`src/rtl/load_ctrl_if.sv`:
```
// load_ctrl_if -- SRAM-like data bus between the M-stage load controller and
// the data-cache/bridge port.
//
//   data_req      master -> slave  read request
//   data_addr     master -> slave  byte address
//   data_size     master -> slave  0 = byte, 1 = half, 2 = word
//   data_addr_ok  slave -> master  request accepted
//   data_data_ok  slave -> master  read data valid
//   data_rdata    slave -> master  read data
interface load_ctrl_if;
  logic        data_req;
  logic [31:0] data_addr;
  logic [1:0]  data_size;
  logic        data_addr_ok;
  logic        data_data_ok;
  logic [31:0] data_rdata;

  modport master (
    output data_req, data_addr, data_size,
    input  data_addr_ok, data_data_ok, data_rdata
  );

  modport slave (
    input  data_req, data_addr, data_size,
    output data_addr_ok, data_data_ok, data_rdata
  );
endinterface

```
`src/rtl/load_ctrl.sv`:
```
// load_ctrl -- memory-stage load controller.
// Issues one bus read for LB/LBU/LH/LHU/LW in M, stalls the pipeline until
// the data returns, then extends the addressed byte/halfword and holds it
// for writeback.
//
// Ports:
//   clk, rst        clock, synchronous active-high reset
//   opM             M-stage opcode
//   aluoutM         M-stage effective address
//   excepttypeM     nonzero: M instruction already excepting, no load issued
//   flushM, stallM  M-stage flush / hold from another source
//   bus             data bus (load_ctrl_if.master)
//   readdataM       extended load result
//   load_stallM     stall request to hazard unit
//   adelM           load address-error flag
//
// Build option: LOAD_ALIGN_CHECK_EN -- when defined, misaligned LH/LHU/LW
// raise adelM and are not issued; when undefined, the low address bits are
// forced aligned and adelM is tied to 0.
//
// state | meaning
// IDLE  | no transaction; request driven combinationally for a valid load
// REQ   | request presented, waiting for data_addr_ok
// WAIT  | request accepted, waiting for data_data_ok
// DONE  | result held in readdataM, stall released
module load_ctrl (
  input  logic        clk,
  input  logic        rst,
  input  logic [5:0]  opM,
  input  logic [31:0] aluoutM,
  input  logic [31:0] excepttypeM,
  input  logic        flushM,
  input  logic        stallM,
  load_ctrl_if.master bus,
  output logic [31:0] readdataM,
  output logic        load_stallM,
  output logic        adelM
);

  localparam logic [5:0] OP_LB  = 6'b100000;
  localparam logic [5:0] OP_LBU = 6'b100100;
  localparam logic [5:0] OP_LH  = 6'b100001;
  localparam logic [5:0] OP_LHU = 6'b100101;
  localparam logic [5:0] OP_LW  = 6'b100011;

  typedef enum logic [1:0] {IDLE, REQ, WAIT, DONE} state_t;

  state_t      state_q, state_d;
  logic        discard_q, discard_d;
  logic [31:0] result_q, result_d;

  logic        is_byte, is_half, is_word, is_load;
  logic        load_valid;
  logic [7:0]  byte_sel;
  logic [15:0] half_sel;
  logic [31:0] ext_data;

  assign is_byte = (opM == OP_LB) || (opM == OP_LBU);
  assign is_half = (opM == OP_LH) || (opM == OP_LHU);
  assign is_word = (opM == OP_LW);
  assign is_load = is_byte || is_half || is_word;

`ifdef LOAD_ALIGN_CHECK_EN
  assign adelM = (state_q == IDLE) && (excepttypeM == 32'd0) &&
                 ((is_half && aluoutM[0]) || (is_word && (aluoutM[1:0] != 2'b00)));
  assign bus.data_addr = aluoutM;
`else
  assign adelM = 1'b0;
  always_comb begin
    bus.data_addr = aluoutM;
    if (is_half) bus.data_addr[0] = 1'b0;
    if (is_word) bus.data_addr[1:0] = 2'b00;
  end
`endif

  assign load_valid = is_load && (excepttypeM == 32'd0) && !flushM && !adelM;

  always_comb begin
    bus.data_size = 2'd2;
    if (is_byte) bus.data_size = 2'd0;
    else if (is_half) bus.data_size = 2'd1;
  end

  // Lane selection uses only the bits that matter for the access size, so a
  // misaligned address (check disabled) extracts from the aligned lane.
  always_comb begin
    case (aluoutM[1:0])
      2'd0:    byte_sel = bus.data_rdata[7:0];
      2'd1:    byte_sel = bus.data_rdata[15:8];
      2'd2:    byte_sel = bus.data_rdata[23:16];
      default: byte_sel = bus.data_rdata[31:24];
    endcase
    half_sel = aluoutM[1] ? bus.data_rdata[31:16] : bus.data_rdata[15:0];
    case (opM)
      OP_LB:   ext_data = {{24{byte_sel[7]}}, byte_sel};
      OP_LBU:  ext_data = {24'd0, byte_sel};
      OP_LH:   ext_data = {{16{half_sel[15]}}, half_sel};
      OP_LHU:  ext_data = {16'd0, half_sel};
      default: ext_data = bus.data_rdata;
    endcase
  end

  always_comb begin
    state_d      = state_q;
    discard_d    = discard_q;
    result_d     = result_q;
    bus.data_req = 1'b0;
    load_stallM  = 1'b0;
    case (state_q)
      IDLE: begin
        bus.data_req = load_valid;
        load_stallM  = load_valid;
        if (load_valid) state_d = bus.data_addr_ok ? WAIT : REQ;
      end
      REQ: begin
        // The presented request must stay up until accepted, even if flushed.
        bus.data_req = 1'b1;
        load_stallM  = 1'b1;
        if (flushM) discard_d = 1'b1;
        if (bus.data_addr_ok) state_d = WAIT;
      end
      WAIT: begin
        load_stallM = 1'b1;
        if (flushM) discard_d = 1'b1;
        if (bus.data_data_ok) begin
          if (discard_q || flushM) begin
            state_d = IDLE;
          end else begin
            result_d = ext_data;
            state_d  = DONE;
          end
        end
      end
      DONE: begin
        if (flushM || !stallM) state_d = IDLE;
      end
      default: state_d = IDLE;
    endcase
    if (state_d == IDLE) discard_d = 1'b0;
  end

  always_ff @(posedge clk) begin
    if (rst) begin
      state_q   <= IDLE;
      discard_q <= 1'b0;
      result_q  <= 32'd0;
    end else begin
      state_q   <= state_d;
      discard_q <= discard_d;
      result_q  <= result_d;
    end
  end

  assign readdataM = result_q;

endmodule
```
`src/flat_wrapper.sv`:
```
// flat-port wrapper written by rule: the top's interface ports become plain ports
module load_ctrl_flat 
  (clk, rst, opM, aluoutM, excepttypeM, flushM, stallM, readdataM, load_stallM, adelM, bus_data_req, bus_data_addr, bus_data_size, bus_data_addr_ok, bus_data_data_ok, bus_data_rdata);
  load_ctrl_if bus_i ();
  input  logic clk;
  input  logic rst;
  input  logic [5:0] opM;
  input  logic [31:0] aluoutM;
  input  logic [31:0] excepttypeM;
  input  logic flushM;
  input  logic stallM;
  output logic [31:0] readdataM;
  output logic load_stallM;
  output logic adelM;
  output wire logic [$bits(bus_i.data_req)-1:0] bus_data_req;
  output wire logic [$bits(bus_i.data_addr)-1:0] bus_data_addr;
  output wire logic [$bits(bus_i.data_size)-1:0] bus_data_size;
  input wire logic [$bits(bus_i.data_addr_ok)-1:0] bus_data_addr_ok;
  input wire logic [$bits(bus_i.data_data_ok)-1:0] bus_data_data_ok;
  input wire logic [$bits(bus_i.data_rdata)-1:0] bus_data_rdata;
  assign bus_data_req = bus_i.data_req;
  assign bus_data_addr = bus_i.data_addr;
  assign bus_data_size = bus_i.data_size;
  assign bus_i.data_addr_ok = bus_data_addr_ok;
  assign bus_i.data_data_ok = bus_data_data_ok;
  assign bus_i.data_rdata = bus_data_rdata;
  load_ctrl u_core (.clk(clk), .rst(rst), .opM(opM), .aluoutM(aluoutM), .excepttypeM(excepttypeM), .flushM(flushM), .stallM(stallM), .bus(bus_i), .readdataM(readdataM), .load_stallM(load_stallM), .adelM(adelM));
endmodule
```
`config.mk`:
```
export PLATFORM = sky130hd
export DESIGN_NAME = load_ctrl_flat
export DESIGN_NICKNAME = d
export VERILOG_FILES = /design/src/rtl/load_ctrl_if.sv /design/src/rtl/load_ctrl.sv /design/src/flat_wrapper.sv
export SDC_FILE = /design/constraint.sdc
export NUM_CORES = 1
export LEC_CHECK = 0
export BUFFER_PORTS_ARGS = -buffer_cell sky130_fd_sc_hd__buf_2
export CAP_MARGIN = 20
export CORE_ASPECT_RATIO = 0.9
export CORE_MARGIN = 3
export CORE_UTILIZATION = 30
export CTS_CLUSTER_DIAMETER = 50
export DETAILED_ROUTE_END_ITERATION = 8
export PLACE_DENSITY = 0.6
export RECOVER_POWER = 25
export SETUP_SLACK_MARGIN = 0.02
export SYNTH_ARGS = -nofsm -noshare
export SYNTH_HDL_FRONTEND = slang
export SYNTH_SLANG_ARGS = --single-unit
```
`constraint.sdc`:
```
create_clock -name clk -period 6 [get_ports clk]
set_input_delay 1.2 -clock clk [delete_from_list [all_inputs] [get_ports clk]]
set_output_delay 1.2 -clock clk [all_outputs]
set_load 0.03 [all_outputs]
```
Word-level counts from Yosys, hierarchy flattened
Index checks and enable logic that the tools add are counted.
W data, S select, Z words.
Word-level totals
  bits in registers: 35
  input bits: 108
  output and inout port bits: 69
  word-level logic and storage cells: 48
Cells by class
  equality and inequality tests: 10
  mux-type cells: 16
  bitwise logic cells: 1
  reduce and logical (&&, ||, !) cells: 18
Operator list (count)
  $pmux W32 S4: 1
  $logic_not A32 Y1: 1
  $eq A6 B6 Y1 const B: 5
  $pmux W8 S3: 1
  $mux W2: 9
  $mux W16: 1
  $pmux W2 S4: 1
  $eq A2 B2 Y1 const B: 3
  $logic_not A2 Y1: 3
  $logic_or A1 B1 Y1: 6
  $eq A2 B1 Y1 const B: 2
  $pmux W1 S2: 2
  $reduce_or A2 Y1: 2
  $reduce_and A3 Y1: 1
  $logic_and A1 B1 Y1: 2
  $logic_not A1 Y1: 2
  $reduce_and A2 Y1: 1
  $mux W1: 1
  $not A1 Y1: 1

Logic depth before layout (Yosys ltp)
Gate-level depths: netlist of the first run.
  depth after elaboration: 10
  depth in mapped cells: 8
  depth with buffers taken out: 7

Worst setup path after synthesis of the first run
OpenSTA, ideal clock, no wires.
  kind: input to output
  start: input opM[5]
  end: output bus_data_addr[0]
  data arrival time: 2.845 ns
  data required time: 4.800 ns
  setup slack: 1.955 ns
  stages: 5
  buffers on the path: 2
  cells stage by stage: nor4b_2 buf_2 clkbuf_1 and2_1 a311oi_1
Between the ends
  cells in the longest elaborated chain, start to end: 4
  elaborated cells on any way between the ends: 6
  classes of those cells: eq/ne (3); mux (2); reduce/logical (1)
RTL lines
  from (decl): line flat_wrapper.sv:7  | input logic [5:0] opM;
  $eq A6 B6 Y1: line load_ctrl.sv:59  | assign is_half = (opM == OP_LH) || (opM == OP_LHU);
  $logic_or A1 B1 Y1: line load_ctrl.sv:59
  $mux W1: line load_ctrl.sv:71  | if (is_half) bus.data_addr[0] = 1'b0;
  $mux W2 *: line load_ctrl.sv:72  | if (is_word) bus.data_addr[1:0] = 2'b00;
  to (decl): line flat_wrapper.sv:16  | output wire logic [$bits(bus_i.data_addr)-1:0] bus_data_addr;
Every way passes the cells marked *; elsewhere a longest branch is shown, timed or not.

Final worst setup path of the first run
  start: input opM[3]
  end: output load_stallM
Between the ends
  cells in the longest elaborated chain, start to end: 7
  elaborated cells on any way between the ends: 12
  classes of those cells: eq/ne (5); mux (1); reduce/logical (6)
RTL lines
  $eq A6 B6 Y1 (on tied branches): line load_ctrl.sv:58, load_ctrl.sv:59
  $logic_or A1 B1 Y1 (on tied branches): line load_ctrl.sv:58, load_ctrl.sv:59
  $logic_or A1 B1 Y1: line load_ctrl.sv:61  | assign is_load = is_byte || is_half || is_word;
  $logic_or A1 B1 Y1 *: line load_ctrl.sv:61
  $logic_and A1 B1 Y1 * (2 in series): line load_ctrl.sv:76  | assign load_valid = is_load && (excepttypeM == 32'd0) && !flushM && !adelM;
  $pmux W1 S2 *: line load_ctrl.sv:109  | case (state_q)
  to (decl): line flat_wrapper.sv:13  | output logic load_stallM;
Marks and branches as above.

==> key figures, run 1 <==
Power
  – Peak supply drop: between 0.0001 and 0.00015 V
  – Switching share of power: about 34%
  – Reg power frac: about 35%
  – Int Pwr: between 0.0005 and 0.0006 W
  – Clock Power Share: about 33%
  – Logic pwr share: between 30% and 40%
  – Psw: approximately 0.00027 W
  – Pwr/cell area: approximately 270 nW/um2
  – Pleak: 1.25 nW

Place
  – Port-buffer cells: 115
  – Final GP Congestion: roughly 0.84
  – Hpwl dp: between 5000 and 6000 um

Drt
  – DRT Pass-1 Iters: 4
  – First DRT Iteration DRCs: 187
  – Vias per cell: slightly above 5
  – DR DRC count: 0
  – Drt wl/cell: about 16 um
  – Antenna Nets Post-Route: 0
  – Final wirelength: 7570 um
  – Vias: 2,449

STA
  – Tcrit/Tclk final: 67.0%
  – Final clock skew: 0.00221 ns
  – Max Slew Vio Count: 0
  – Unrepaired setup endpoints after global routing: no
  – Fmax: ~0.25 GHz
  – Setup TNS: 0 ns
  – Fin. Hold Viols: 0
  – Slew headroom: about half
  – WHS: approximately 0.46 ns
  – Tightest Pin Transition: 0.730 ns
  – Final setup fails: 0
  – Fin crit period: around 4 ns

GRT
  – Largest net degree at the start of global routing: 44
  – First-pass GRT wire length: roughly 12,000 um
  – Global Route Usage Sum: between 10% and 20%
  – Vias in the first global route: 2,368
  – Initial antenna violation count: 0
  – Gr ovfl total: 0

Clocking
  – Root Driver: clkbuf_8
  – H-Tree Depth: 2
  – CTS-repair resized insts: 0
  – Worst-path clk slew: about 0.070 ns
  – Worst skew pair latency: ~0.28 ns
  – CTS buffer count: 5
  – Post-CTS Setup Repair Bufs: 0
  – Clock tree buffer depth: 2
  – # clock sinks: 35
  – CTS tree: done
  – Cts hold-fix bufs: 0

Synth
  – Main synth FF type: dfxtp_1
  – Post-synth ARST share: 0%
  – Syn_area_per_cell: slightly below 8 um2
  – Yosys cell types: 42
  – Synth Cell Area: between 2000 and 2500 um2
  – Yosys synthesis warning count: 0
  – Syn Inst Count: just over 300
  – Post-synth EDFFs: 0
  – Seq/Total Area, Yosys: just under 30%
  – Seq cells post-synth: 35
  – Syn Nets: 420

Layout
  – Final Util: ~38%
  – Layout filler cell count: approximately 810
  – NumNets Final: approximately 500
  – Most common cell after layout, fill and taps aside: buf_2
  – Most frequent cells in the layout: 90 x buf_2, 41 x o21ai_0, 37 x a21oi_1
  – Area delta synth->final: 21.7%
  – ANT cells: 0
  – Multi-input gate area: 1320 um2
  – Layout cells sized above 1: between 30% and 40%
  – Register area: between 700 and 800 um2

Die
  – Die height: around 90 um
  – Row count: 30
  – Area of the die: 9030 um2
  – Io pins: 177
  – Initial Util: 31.2%
  – Die width: ~100 um
  – Core box area: 7620 um2

Critical path
  – Req. time, crit path: 4.80 ns
  – Worst reg2reg setup slack: between 3 and 4 ns
  – Worst setup EP type: primary output
  – Largest fanout on the critical path: 20
  – Crit path DAT: between 2 and 3 ns
  – Crit path kind: in2out
  – Worst setup SP type: primary input

Run status
  – Status: finished clean

Run
  – Maximum Capacitance Violations: 0

Hold path
  – HP Class: reg2reg
-- registers in the layout, indices dropped and copies added (netlist names) --
register	flops
u_core.state_q	2
u_core.discard_q	1
u_core.readdataM	32
-- critical path, cell delays in order --
cell     delay, ns
buf_2         0.12
nor4b_2       0.27
buf_4         0.27
a31oi_1       0.11
nor4_1        0.43
a21oi_1       0.12
nor2_1        0.09
buf_2         0.20
-- final cells by class --
type	count	area share (%)
Multi-Input combinational cell	207	45.6
Sequential cell	35	24.2
Timing Repair Buffer	117	19.3
Tap cell	96	4.15
Clock buffer	5	2.38
Clock inverter	3	2.34
Inverter	15	1.95
-- per-stage QoR --
step / setup WS, ns / instance area [um2] / power [W] / instances
floorplan: 1.96 / 2380 / 0.000494 / 308
global placement: 2.02 / 2790 / 0.000540 / 470
detailed placement: 2.00 / 2790 / 0.000543 / 470
CTS: 1.99 / 2920 / 0.000802 / 478
global route: 1.79 / 2890 / 0.000844 / 478
finish: 1.98 / 2890 / 0.000791 / 478
-- logic make-up after synthesis --
family	after synthesis	synth area share (%)
AO/OA/AOI/OAI	110	27.7
adder cells (fa/ha/maj)	4	2.11
buffers and inverters	66	15.6
flip-flops	35	29.5
multiplexers	9	8.05
other	1	0.158
AND/OR/NAND/NOR	83	16.8
-- cell usage after synthesis (3+ instances only) --
cell | instances | area share, %
nor4_1 | 8 | 2.1
ha_1 | 4 | 2.1
mux4_2 | 8 | 7.6
nand2b_1 | 3 | 0.79
o211ai_1 | 7 | 2.2
a31oi_1 | 3 | 0.79
nor2_1 | 18 | 2.8
clkbuf_1 | 16 | 2.5
buf_2 | 3 | 0.63
buf_4 | 32 | 10
o21ai_0 | 41 | 8.6
dfxtp_1 | 35 | 29
inv_1 | 14 | 2.2
a21oi_1 | 37 | 7.8
a221oi_1 | 8 | 2.9
nand3_1 | 9 | 1.9
nand2_1 | 34 | 5.4
-- power by group through the flow --
stage | combinational, W | clock, W | sequential (W)
after floorplan | 0.000183 | 0 | 0.000311
after global placement | 0.000263 | 0 | 0.000277
after detailed placement | 0.000266 | 0 | 0.000277
after CTS | 0.000267 | 0.000262 | 0.000273
after global routing | 0.000290 | 0.000277 | 0.000276
final | 0.000261 | 0.000257 | 0.000273
-- per-layer routing --
layer | part of all wire [%] | wire length (um) | GRT usage, %
met1 | 42 | 3180 | 21.2
met2 | 49 | 3680 | 26.1
met3 | 8.0 | 605 | 5.41
met4 | 1.4 | 104 | 4.89
met5 | 0 | 0 | 0
-- worst paths after layout --
check / from / endpoint / cells past startpoint
worst max-delay path: opM[3] / load_stallM / 8
worst min register to register: u_core.readdataM[14] / u_core.readdataM[14] / 2
worst min-delay path: u_core.readdataM[14] / u_core.readdataM[14] / 2
worst max register to register: u_core.state_q[0] / u_core.readdataM[18] / 5
Note: power is estimated with default switching activity, not from simulation.
==> inputs of run 2 (changes only) <==
- ABC_AREA: not set -> 1
- PLACE_DENSITY: 0.6 -> 0.58
- clock period: 6 -> 4.1 ns (I/O delays scaled with it)
==> run 2 against run 1 <==
  * Global-route usage down 1.7 points
  * Sequential cell count is the same
  * Cell area grew 9.6%
  * Worst hold slack gained 0.042 ns
  * Critical path type unchanged
  * Largest power group unchanged
==> key figures, run 2 <==
STA
  – Unrepaired setup endpoints after global routing: no
  – Slew headroom: 51.5% (+0.23 points)
  – Tcrit/Tclk final: a little over 70%
  – Setup TNS: 0 ns (unchanged)
  – Fin crit period: between 2 and 3 ns
  – Post-route worst setup slack: 1.16 ns (-0.821 ns)
  – Final clock skew: 0.00671 ns (+0.00450 ns)
  – Fmax: 0.340 GHz
  – Final setup fails: 0 (unchanged)
  – Max Slew Vio Count: 0 (unchanged)
  – Tightest Pin Transition: 0.725 ns (-0.00497 ns)
  – Fin. Hold Viols: 0 (unchanged)

Synth
  – Xor-xnor portion of the synthesized cell area: 0% (unchanged)
  – Post-synth EDFFs: 0 (unchanged)
  – Yosys cell types: 30 (-29%)
  – Post-synth ARST share: 0% (unchanged)
  – Top post-synthesis cells by count: 82 x nand2_1, 80 x nor2_1, 50 x inv_1
  – Simple-gate share of the synthesized area: 31.1% (+14 points)
  – Syn Nets: 532 (+27%)
  – Largest cells by area after synthesis: dfxtp_1 27%, nand2_1 12%, nor2_1 11%, buf_4 8.8%, inv_1 7.1%
  – Syn Inst Count: 420 (+36%)
  – Syn_area_per_cell: 6.28 um2 (-19%)
  – Mux share of post-synthesis cell area: 0% (-8.1 points)
  – Top-count cell post-synth: nand2_1
  – Compound-Gate Fraction of Synth Area: 20.6% (-7.1 points)
  – Adder-cell share of the synthesized area: 1.90% (-0.21 points)
  – Yosys synthesis warning count: 0 (unchanged)
  – Main synth FF type: dfxtp_1
  – Synth Cell Area: 2640 um2 (+11%)
  – Seq cells post-synth: 35 (unchanged)
  – Largest family of logic cells by synthesized area: simple AND/OR/NAND/NOR gates
  – Seq/Total Area, Yosys: 26.6% (-2.9 points)
  – Top-area cell type share of the netlist area: 26.6% (-2.9 points)
  – Cell taking the most area after synthesis: dfxtp_1

Run status
  – Status: finished clean

Clocking
  – Worst-path clk slew: 0.08 ns (about the same)
  – CTS-repair resized insts: 0 (unchanged)
  – Post-CTS Setup Repair Bufs: 0 (unchanged)
  – Worst skew pair latency: 0.29 ns (about the same)
  – Cts hold-fix bufs: 0 (unchanged)
  – H-Tree Depth: 2 (unchanged)
  – # clock sinks: 35 (unchanged)
  – CTS buffer count: 5 (unchanged)
  – Root Driver: clkbuf_8
  – CTS tree: done
  – Clock tree buffer depth: 2 (unchanged)

Die
  – Initial Util: 31.8% (+0.59 points)
  – Area of the die: 9960 um2 (+10%)
  – Die height: 95.0 um (+5.0%)
  – Io pins: 177 (unchanged)
  – Die width: 105 um (+5.0%)
  – Row count: 31 (+3.3%)
  – Core box area: 8300 um2 (+8.9%)

GRT
  – Largest net degree at the start of global routing: 46 (+4.5%)
  – Initial antenna violation count: 1 (+1)
  – First-pass GRT wire length: 12,200 um (+0.97%)
  – Global Route Usage Sum: 14.7% (-1.7 points)
  – Gr ovfl total: 0 (unchanged)
  – Vias in the first global route: 2,546 (+7.5%)

Layout
  – ANT cells: 0 (unchanged)
  – NumNets Final: 607 (+23%)
  – Final Util: 38.2% (+0.22 points)
  – Most common cell after layout, fill and taps aside: buf_2
  – Area delta synth->final: 20.1%
  – Layout cells sized above 1: 28.8% (-1.5 points)
  – Max reg flops: 32 (unchanged)
  – Most frequent cells in the layout: 115 x buf_2, 82 x nand2_1, 80 x nor2_1

Drt
  – WL met2: 3440 um (-6.4%)
  – Met1 WL: 3650 um (+15%)
  – Top Metal Used: met5
  – Drt wl/cell: 12.8 um (-19%)
  – DRT Pass-1 Iters: 5 (+1)
  – Vias: 2,850 (+16%)
  – First DRT Iteration DRCs: 165 (-12%)
  – Antenna Nets Post-Route: 0 (unchanged)
  – Final wirelength: 7840 um (+3.6%)
  – Vias per cell: 4.66 (-9.0%)
  – DR WL met3: 647 um (+6.9%)
  – DR DRC count: 0 (unchanged)

Critical path
  – Crit path kind: in2out
  – Worst setup SP type: primary input
  – Cells on worst reg2reg path: 8 (+3)
  – Worst setup EP type: primary output
  – Worst reg2reg setup slack: 1.80 ns (-2.09 ns)
  – Reg2reg end: u_core.readdataM[13]
  – Crit path DAT: 2.12 ns (-0.70 ns)
  – Crit. Startpoint: aluoutM[1]
  – Largest fanout on the critical path: 34 (+70%)
  – Req. time, crit path: 3.28 ns (-1.52 ns)
  – CP Capture Point: bus_data_addr[1]
  – Reg2reg start: u_core.state_q[0]

Place
  – Final GP Congestion: 0.840 (-0.26%)
  – Pre-CTS setup slack: 1.19 ns (-0.815 ns)
  – Hpwl dp: 6090 um (+5.1%)
  – Port-buffer cells: 115 (unchanged)

Power
  – Peak supply drop: 0.000146 V (+44%)
  – Pwr/cell area: 245 nW/um2 (-10%)
  – Pleak: 1.72 nW (+38%)

Hold path
  – HP Class: reg2reg

Run
  – Maximum Capacitance Violations: 0 (unchanged)
run 2: cell count changes after synthesis, moves of 7 or more:
cell      previous run  this run
nor2_1              18        80
nand2_1             34        82
a22oi_1              0         8
a21oi_1             37         6
nor4_1               8         0
inv_1               14        50
nand4_1              1         8
mux4_2               8         0
o21ai_0             41        33
o21ai_2              0        10
o221ai_1             0         7
a221oi_1             8         0
run 2: layout make-up:
| type | count | area (um2) |
|---|---|---|
| Timing Repair Buffer | 118 | 598 |
| Clock buffer | 8 | 100 |
| Multi-Input combinational cell | 281 | 1420 |
| Fill cell | 975 | 5130 |
| Sequential cell | 35 | 701 |
| Tap cell | 115 | 144 |
| Inverter | 54 | 203 |
run 2: report_power, final:
| group | total (W) | switching [W] | leakage [nW] | internal, W |
|---|---|---|---|---|
| clock | 0.000283 | 0.000130 | 0.0515 | 0.000154 |
| sequential | 0.000345 | 0.00000276 | 0.282 | 0.000342 |
| combinational | 0.000148 | 0.0000912 | 1.39 | 0.0000572 |
run 2: metrics by stage:
stage | hold WS, ns | cell area, um2 | total power (W) | cells
6_report | 0.501 | 3170 | 0.000776 | 611
3_3_place_gp | 0.483 | 3070 | 0.000498 | 603
4_1_cts | 0.505 | 3170 | 0.000779 | 611
2_1_floorplan | 0.500 | 2640 | 0.000490 | 420
5_1_grt | 0.527 | 3170 | 0.000810 | 611
3_5_place_dp | 0.482 | 3070 | 0.000500 | 603
run 2: per-layer routing:
metal	track usage, %	up-vias
met5	0	-
met3	5.06	25
met2	23.4	103
li1	-	1473
met4	3.50	2
met1	19.3	1247
run 2: worst max-delay path, stage by stage:
cell and delay, ns:
buf_2 0.43, clkinv_1 0.42, nor2_1 0.22, buf_2 0.22
run 2: how the worst min path moves through the flow:
stage	start	to	slack, ns	depth (start not counted)
6_report	u_core.readdataM[9]	u_core.readdataM[9]	0.50	2
5_1_grt	u_core.readdataM[14]	u_core.readdataM[14]	0.53	2
4_1_cts	u_core.readdataM[9]	u_core.readdataM[9]	0.50	2
3_5_place_dp	u_core.readdataM[8]	u_core.readdataM[8]	0.48	2
3_3_place_gp	u_core.readdataM[11]	u_core.readdataM[11]	0.48	2
2_1_floorplan	u_core.discard_q	u_core.discard_q	0.50	2
run 2: kinds of logic (layout without fill, tap and decap cells):
group | Yosys count | in the layout
AND/OR/NAND/NOR | 193 | 193
flip-flops | 35 | 35
adder cells (fa/ha/maj) | 4 | 4
other | 1 | 1
buffers and inverters | 104 | 180
AO/OA/AOI/OAI | 83 | 83
